File: src/rtl/hamming_encode_arbiter_pkg.sv
// Shared constants and word types for the round-robin Hamming(11,7) encoder.
package hamming_encode_arbiter_pkg;
    localparam int DATA_W = 7;
    localparam int CODE_W = 11;

    typedef logic [DATA_W-1:0] data_t;
    typedef logic [CODE_W-1:0] code_t;
endpackage

File: src/rtl/hamming_encode_arbiter_encoder.sv
// Combinational Hamming(11,7) encoder: data bits at 8,6,5,4,2,1,0, parity at 10,9,7,3.
module hamming_encoder
    import hamming_encode_arbiter_pkg::*;
(
    input  data_t data_i,
    output code_t code_o
);
    always_comb begin
        code_o     = '0;
        code_o[0]  = data_i[0];
        code_o[1]  = data_i[1];
        code_o[2]  = data_i[2];
        code_o[4]  = data_i[3];
        code_o[5]  = data_i[4];
        code_o[6]  = data_i[5];
        code_o[8]  = data_i[6];
        code_o[10] = data_i[6] ^ data_i[5] ^ data_i[3] ^ data_i[2] ^ data_i[0];
        code_o[9]  = data_i[6] ^ data_i[4] ^ data_i[3] ^ data_i[1] ^ data_i[0];
        code_o[7]  = data_i[5] ^ data_i[4] ^ data_i[3];
        code_o[3]  = data_i[2] ^ data_i[1] ^ data_i[0];
    end
endmodule

File: src/rtl/hamming_encode_arbiter.sv
// Round-robin arbiter sharing one Hamming encoder among NUM_REQ requesters,
// with a single registered output slot that refills in the same cycle it drains.
module hamming_encode_arbiter
    import hamming_encode_arbiter_pkg::*;
#(
    parameter int NUM_REQ = 16,
    parameter int ID_W    = 4
) (
    input  logic                      clk,
    input  logic                      rst,
    input  logic [NUM_REQ-1:0]        req_valid,
    input  logic [NUM_REQ*DATA_W-1:0] req_data,
    output logic [NUM_REQ-1:0]        req_ready,
    output logic                      out_valid,
    input  logic                      out_ready,
    output logic [CODE_W-1:0]         out_code,
    output logic [ID_W-1:0]           out_id,
    output logic [15:0]               word_count
);
    logic [NUM_REQ-1:0][DATA_W-1:0] words;
    logic [ID_W-1:0]                ptr_q, ptr_d;
    logic                           valid_q, valid_d;
    code_t                          code_q, code_d;
    logic [ID_W-1:0]                id_q, id_d;
    logic [15:0]                    count_q, count_d;

    logic            free, gnt, gnt_hit;
    logic [ID_W-1:0] gnt_idx;
    data_t           gnt_word;
    code_t           gnt_code;

    assign words = req_data;

    // Walk from the far end back toward ptr so the last hit is the first
    // valid requester at or after ptr (with wrap).
    always_comb begin
        gnt_hit = 1'b0;
        gnt_idx = '0;
        for (int k = NUM_REQ - 1; k >= 0; k--) begin
            if (req_valid[ID_W'((int'(ptr_q) + k) % NUM_REQ)]) begin
                gnt_hit = 1'b1;
                gnt_idx = ID_W'((int'(ptr_q) + k) % NUM_REQ);
            end
        end
    end

    assign free     = !rst && (!valid_q || out_ready);
    assign gnt      = free && gnt_hit;
    assign gnt_word = words[gnt_idx];

    always_comb begin
        req_ready = '0;
        if (gnt) req_ready[gnt_idx] = 1'b1;
    end

    hamming_encoder u_enc (
        .data_i (gnt_word),
        .code_o (gnt_code)
    );

    always_comb begin
        ptr_d   = ptr_q;
        valid_d = valid_q;
        code_d  = code_q;
        id_d    = id_q;
        count_d = count_q;
        if (valid_q && out_ready && count_q != 16'hFFFF) count_d = count_q + 16'd1;
        if (gnt) begin
            valid_d = 1'b1;
            code_d  = gnt_code;
            id_d    = gnt_idx;
            ptr_d   = (gnt_idx == ID_W'(NUM_REQ - 1)) ? '0 : gnt_idx + 1'b1;
        end else if (out_ready) begin
            valid_d = 1'b0;
        end
    end

    always_ff @(posedge clk) begin
        if (rst) begin
            ptr_q   <= '0;
            valid_q <= 1'b0;
            code_q  <= '0;
            id_q    <= '0;
            count_q <= '0;
        end else begin
            ptr_q   <= ptr_d;
            valid_q <= valid_d;
            code_q  <= code_d;
            id_q    <= id_d;
            count_q <= count_d;
        end
    end

    assign out_valid  = valid_q;
    assign out_code   = code_q;
    assign out_id     = id_q;
    assign word_count = count_q;
endmodule

File: config.mk
export PLATFORM = sky130hd
export DESIGN_NAME = hamming_encode_arbiter
export DESIGN_NICKNAME = d
export VERILOG_FILES = /design/src/rtl/hamming_encode_arbiter_pkg.sv /design/src/rtl/hamming_encode_arbiter_encoder.sv /design/src/rtl/hamming_encode_arbiter.sv
export SDC_FILE = /design/constraint.sdc
export NUM_CORES = 1
export LEC_CHECK = 0
export BUFFER_PORTS_ARGS = -buffer_cell sky130_fd_sc_hd__buf_4
export CAP_MARGIN = 10
export CORE_MARGIN = 2
export CORE_UTILIZATION = 56
export CTS_CLUSTER_SIZE = 25
export DETAILED_ROUTE_END_ITERATION = 12
export PLACE_DENSITY_LB_ADDON = 0.05
export SKIP_CTS_REPAIR_TIMING = 1
export SLEW_MARGIN = 30
export SYNTH_ARGS = -nofsm -noshare
export SYNTH_HDL_FRONTEND = slang
export SYNTH_SLANG_ARGS = --single-unit
File: constraint.sdc
create_clock -name clk -period 8.08 [get_ports clk]
set_clock_uncertainty 0.15 [all_clocks]
set_input_delay 0.404 -clock clk [delete_from_list [all_inputs] [get_ports clk]]
set_output_delay 0.404 -clock clk [all_outputs]
set_load 0.01 [all_outputs]
Word level (Yosys, flattened, before mapping)
Index checks and enable logic that the tools add are counted.

word-level totals
  output and inout bits = 48
  flip-flop bits (word level) = 36
  bits in latches = 0
  RAM bits = 0
  memory bits (read-only) = 0
  memories = 0

cells by class
  bitwise logic cells = 12
  magnitude comparators = 18
  mux-type cells = 88
  eq/ne operators = 2
  multipliers = 0
  divide/modulo/power cells = 0
  reductions and logical operators = 9
  shift-type cells = 0
  add/sub/neg operators = 17

operator list
  operator                                                           number
  less-than comparator 4 x 6 -> 1 bit, second input constant         16
  two-way mux 4 bit                                                  17
  binary-select mux 1 bit (select 4 bit)                             16
  two-way mux 1 bit                                                  51
  adder 4 bit, second input constant                                 8
  binary-select mux 7 bit (select 4 bit)                             1
  adder 16 x 1 -> 16 bit, second input constant                      1
  adder 4 x 3 -> 4 bit, second input constant                        4
  two-way mux 16 bit                                                 1
  != test 16 bit, second input constant                              1
  XOR 1 bit                                                          12
  adder 4 x 1 -> 4 bit, second input constant                        2
  adder 4 x 2 -> 4 bit, second input constant                        2
  two-way mux 7 bit                                                  1
  logical AND 1 bit                                                  5
  less-than comparator 4 x 5 -> 1 bit, second input constant         1
  demux 1 bit (select 4 bit)                                         1
  == test 4 bit, second input constant                               1
  greater-or-equal comparator 4 x 1 -> 1 bit, second input constant  1
  logical NOT 1 bit                                                  2
  nonzero test 2 bit                                                 1
  logical OR 1 bit                                                   1

Logic depth before layout (Yosys ltp)
  depth after elaboration = 26
  mapped depth = 26
  gate-level depth less buffers = 18

By module
A second synthesis with hierarchy kept.

unflattened totals
  cell total of the unflattened synthesis = 610
  area total of the unflattened synthesis = 5470.2 um^2

modules (own cells, without submodules)
  module                  area an instance (um^2)  cells each  instances  seq. area each (um^2)
  hamming_encode_arbiter  5318.9                   595         1          720.7
  hamming_encoder         151.4                    15          1          0.0

Worst setup path after synthesis
Ideal clock, no wire load.

  kind = flip-flop to flip-flop
  from = register ptr_q[0]
  to = register code_q[10], in the netlist out_code[10]
  slack = 3348 ps
  arrival time = 4513 ps
  data required time = 7861 ps
  cell stages (with the launch flop) = 24
  buffers on the path = 6
  cell sequence = dfxtp_1 > buf_4 > inv_1 > clkbuf_1 > ha_1 > buf_4 > buf_8 > mux4_2 > nor2_1 > or4_1 > nand2_2 > nor3_1 > and4_1 > nor4_1 > o221ai_1 > a21oi_1 > buf_4 > nor2b_2 > buf_4 > a22oi_2 > nand2_2 > xor2_2 > xnor3_1 > o21ai_1

between the ends
  word-level cells in the longest chain between the ends = 26
  elaborated cells between the ends (all ways) = 102

RTL lines
  what                                                   RTL line                                                    source
  start: declaration                                     hamming_encode_arbiter.sv:21                                logic [ID_W-1:0] ptr_q, ptr_d;
  start signal: assignment                               hamming_encode_arbiter.sv:86                                ptr_q <= ptr_d;
  adder 4 bit                                            hamming_encode_arbiter.sv:40, hamming_encode_arbiter.sv:42
  binary-select mux 1 bit (select 4 bit)                 hamming_encode_arbiter.sv:40                                if (req_valid[ID_W'((int'(ptr_q) + k) % NUM_REQ)]) begin
  two-way mux 1 bit (implied by the code) (2 in series)  hamming_encode_arbiter.sv:40
  two-way mux 4 bit (16 in series)                       hamming_encode_arbiter.sv:40
  binary-select mux 7 bit (select 4 bit)                 hamming_encode_arbiter.sv:49                                assign gnt_word = words[gnt_idx];
  two-way mux 7 bit (implied by the code)                hamming_encode_arbiter.sv:49
  XOR 1 bit (4 in series)                                hamming_encode_arbiter_encoder.sv:17                        code_o[10] = data_i[6] ^ data_i[5] ^ data_i[3] ^ data_i[2] ^ data_i[0];
  end signal: assignment                                 hamming_encode_arbiter.sv:88                                code_q <= code_d;
  end: declaration                                       hamming_encode_arbiter.sv:23                                code_t code_q, code_d;

Parallel ways exist; a longest one is shown, timed or not. The select of a mux whose other input is x is not followed.
A chain may end at the register's enable or synchronous reset.

Worst setup path in the final report
  from = register ptr_q[1]
  to = register code_q[9], in the netlist out_code[9]

between the ends
  word-level cells in the longest chain between the ends = 26
  elaborated cells between the ends (all ways) = 102

RTL lines
  what                                                   RTL line                                                    source
  adder 4 bit                                            hamming_encode_arbiter.sv:40, hamming_encode_arbiter.sv:42
  binary-select mux 1 bit (select 4 bit)                 hamming_encode_arbiter.sv:40
  two-way mux 1 bit (implied by the code) (2 in series)  hamming_encode_arbiter.sv:40
  two-way mux 4 bit (16 in series)                       hamming_encode_arbiter.sv:40
  binary-select mux 7 bit (select 4 bit)                 hamming_encode_arbiter.sv:49
  two-way mux 7 bit (implied by the code)                hamming_encode_arbiter.sv:49
  XOR 1 bit (4 in series)                                hamming_encode_arbiter_encoder.sv:18                        code_o[9] = data_i[6] ^ data_i[4] ^ data_i[3] ^ data_i[1] ^ data_i[0];

Parallel ways exist; a longest one is shown, timed or not. The select of a mux whose other input is x is not followed.

==> impl_summary.log <==
INFO  metric unrepaired_setup_endpoints_after_global_routing = false
INFO  metric max_clock_freq = 0.159 GHz
INFO  metric final_nets = 946
INFO  metric synth_flop_cell = sky130_fd_sc_hd__dfxtp_1
INFO  metric route.antenna.remaining_nets = 0
INFO  metric area.growth.synth_to_final = 25.1%
INFO  metric setup_violations = 0
INFO  metric clock_sink_count = 36
INFO  metric post_route_cells_drive_above_1_share = about 32%
INFO  metric slew_viol_final = 0
INFO  metric grt_util_all_layers = 35.5%
INFO  metric worstMarginPinSlew = between 0.9 and 1 ns
INFO  metric io_pins = 179
INFO  metric grt_start_max_net_pins = 60
INFO  metric drt_first_pass_iters = 5
INFO  metric critPathMaxStageDelay = ~0.75 ns
INFO  metric initial_core_util = between 50% and 60%
INFO  metric cts_buffers = 5
INFO  metric timing_hold_violations_final = 0
INFO  metric grt_pass1_vias = between 5000 and 6000
INFO  metric status = finished, final reports clean
INFO  metric post_dp_cell_area = about 6400 um2
INFO  metric synth-edff-count = 0
INFO  metric drc_errors = 0
INFO  metric buffer_levels_on_the_longest_clock_path = 2
INFO  metric chipWidth = approximately 100 um
INFO  metric clk_pin_slew = approximately 0.08 ns
INFO  metric htreeDepth = 2
INFO  metric maxCapViolCount = 0
INFO  metric fin_tns_setup = 0 ns
INFO  metric powerDensity = 590 nW/um2
INFO  metric setup.worst_path.end_class = flip-flop
INFO  metric final_area = around 6500 um2
INFO  metric timing.slew.headroom = about a third
INFO  metric timing.critical_path.slowest_stage_cell = sky130_fd_sc_hd__ha_2
INFO  metric post_route_hold_slack = approximately 0.29 ns
INFO  metric clkLatencyLatePin = 0.30 ns
INFO  metric dp_hpwl = 14200 um
INFO  metric detail_route.vias_per_cell = approximately 6.4
INFO  metric cell_by_cell_trace_of_the_critical_path = buf_4 > inv_2 > ha_2 > mux4_2 > mux2_2 > mux2i_4 > a21boi_1 > a211o_1 > o41ai_1 > a211oi_1 > o21a_2 > inv_4 > mux2i_1 > mux2i_1 > o22ai_1 > a211o_1 > xor2_2 > xnor3_1 > o21ai_1
INFO  metric cts_tree = built
INFO  metric netlist_area = about 5200 um2
INFO  metric setup.worst_path.class = reg -> reg
INFO  metric worst_ep_required_time = slightly above 8 ns
INFO  metric ctsRootBufferMaster = sky130_fd_sc_hd__clkbuf_8
INFO  metric synthesis.instances = roughly 660
INFO  metric synth_async_sr_flop_share = 0%
INFO  metric gp_routability_congestion = ~1.0
INFO  metric yosysWarningCount = 0
INFO  metric synthesis.area_per_instance = slightly below 8 um2
INFO  metric count_of_routing_violations_after_the_opening_detailed_route_iteration = roughly 440
INFO  metric crit_path_start_kind = flip-flop
INFO  metric ratio_of_final_minimum_period_to_clock_period = a little under 80%
INFO  metric n_fill_cell = around 730
INFO  metric worst-endpoint-arrival = between 6 and 7 ns
INFO  metric grt_remaining_overflow = 0
INFO  metric synth_fp_nets = between 800 and 900
INFO  metric irDropWorstVdd = 0.447 mV
INFO  metric postRouteWirelength = ~18000 um
INFO  metric fin_crit = 6.31 ns
INFO  metric synth.lib_cells_used.distinct = 81
INFO  metric worstHoldPathType = in -> reg
INFO  metric cellLeakagePower = 2.83 nW
INFO  metric wl_per_cell = about 20 um
INFO  metric antenna_found_initial = 0
INFO  metric placement.io_buffers = approximately 180
INFO  metric num_rows = 35
INFO  metric cp_max_fo = around 60
INFO  metric antenna-diode-count = 0
INFO  metric grt_first_pass_wirelength = approximately 29000 um
INFO  metric dr_total_vias = a little under 6000
INFO  metric floorplan.die_area = roughly 10000 um2
INFO  metric die-height = approximately 100 um
INFO  metric design.core.area = 9110 um2
INFO  metric synth.yosys.seq_area_share = 13.9%
INFO  metric ys_seq_elements = 36
==> worst max-delay path: cells and delay by family (launching register included) <==
kind	cells	cell delay, ns
multiplexers	5	1.40
XOR/XNOR	2	0.58
adder cells (fa/ha/maj)	1	0.75
buffers and inverters	3	1.01
AO/OA/AOI/OAI	8	1.98
flip-flops	1	0.31
==> final timing paths <==
kind	startpoint	endpoint	slack (ns)	depth (start not counted)
min	out_ready	word_count[12]	0.29	3
min reg2reg	out_code[7]	out_code[7]	0.33	2
max	ptr_q[1]	out_code[9]	1.77	19
max reg2reg	ptr_q[1]	out_code[9]	1.77	19
==> sequential cells by signal, summed over array words and instances, names as in the netlist <==
name,flops
word_count,16
out_code,11
out_id,4
ptr_q,4
out_valid,1
==> cell usage after synthesis (all sizes together) (3+ instances only) <==
library cell | instances | share of area, %
ha | 12 | 2.9
nor2b | 8 | 1.0
a31oi | 11 | 1.3
and2 | 6 | 0.72
buf | 36 | 5.4
o221ai | 3 | 0.51
mux2 | 22 | 5.1
xor2 | 13 | 2.3
or3 | 5 | 0.60
xnor2 | 18 | 3.7
o22ai | 6 | 0.72
nand2 | 112 | 8.2
o21bai | 3 | 0.43
a221oi | 7 | 2.0
nor2 | 62 | 4.6
nor3 | 17 | 1.6
a221o | 3 | 0.58
a2111oi | 5 | 0.84
nor4 | 7 | 0.84
dfxtp | 36 | 14
mux2i | 53 | 11
mux4 | 17 | 7.4
nand4 | 7 | 0.84
o31ai | 8 | 1.2
a21boi | 3 | 0.43
a211oi | 6 | 0.87
nand3 | 26 | 2.5
and3 | 25 | 3.0
inv | 13 | 1.0
a21oi | 21 | 2.0
clkbuf | 11 | 0.80
nand2b | 7 | 0.84
o21ai | 28 | 2.7
o32ai | 8 | 1.6
==> cell families (layout without fill, tap and decap cells) <==
| logic type | after synthesis | count (layout) | share of synthesized area, % |
|---|---|---|---|
| simple gates | 291 | 291 | 26.4 |
| buf+inv | 61 | 206 | 7.31 |
| xor+xnor | 33 | 33 | 6.90 |
| mux | 92 | 92 | 23.6 |
| fa+ha+maj | 12 | 12 | 2.90 |
| flops | 36 | 36 | 13.9 |
| compound gates | 134 | 134 | 19.1 |
==> metal layers <==
metal | vias to the layer above | routed length [um] | track usage (%)
met3 | 67 | 1340 | 6.20
met2 | 310 | 9300 | 63.9
met4 | 0 | 612 | 12.1
li1 | 2717 | - | -
met5 | - | 0 | 0
met1 | 2795 | 6900 | 42.5
==> area by class of cell <==
cell class	instances	area (um2)	share of cell area, %
clock buffer	5	68.8	1.06
tap	111	139	2.14
inverter	14	57.6	0.888
multi-input combinational	562	4090	63.1
clock inverter	3	23.8	0.367
sequential	36	722	11.1
timing repair buffer	184	1380	21.3
==> report_power, final <==
group | internal (W) | total, W | switching (W)
Sequential | 0.000226 | 0.000259 | 0.0000336
Clock | 0.0000610 | 0.000133 | 0.0000723
Combinational | 0.00149 | 0.00343 | 0.00194
Total | 0.00178 | 0.00382 | 0.00205
==> through the flow <==
stage	util, %	setup WS [ns]	cells	power (W)
5_1_grt	71.2	1.31	915	0.00411
3_5_place_dp	70.1	1.62	907	0.00363
6_report	71.2	1.77	915	0.00382
4_1_cts	71.1	1.61	915	0.00377
3_3_place_gp	70.1	1.78	907	0.00358
2_1_floorplan	-	3.35	659	0.00308
==> cells in the final DEF (no fill, tap or decap), drive strengths merged, types with 18 or more instances in the layout <==
| cell type | count |
|---|---|
| nand3 | 26 |
| mux2 | 22 |
| xnor2 | 18 |
| o21ai | 28 |
| a21oi | 21 |
| nand2 | 112 |
| buf | 184 |
| nor2 | 62 |
| dfxtp | 36 |
| and3 | 25 |
| mux2i | 53 |
Note: power is estimated with default switching activity, not from simulation.
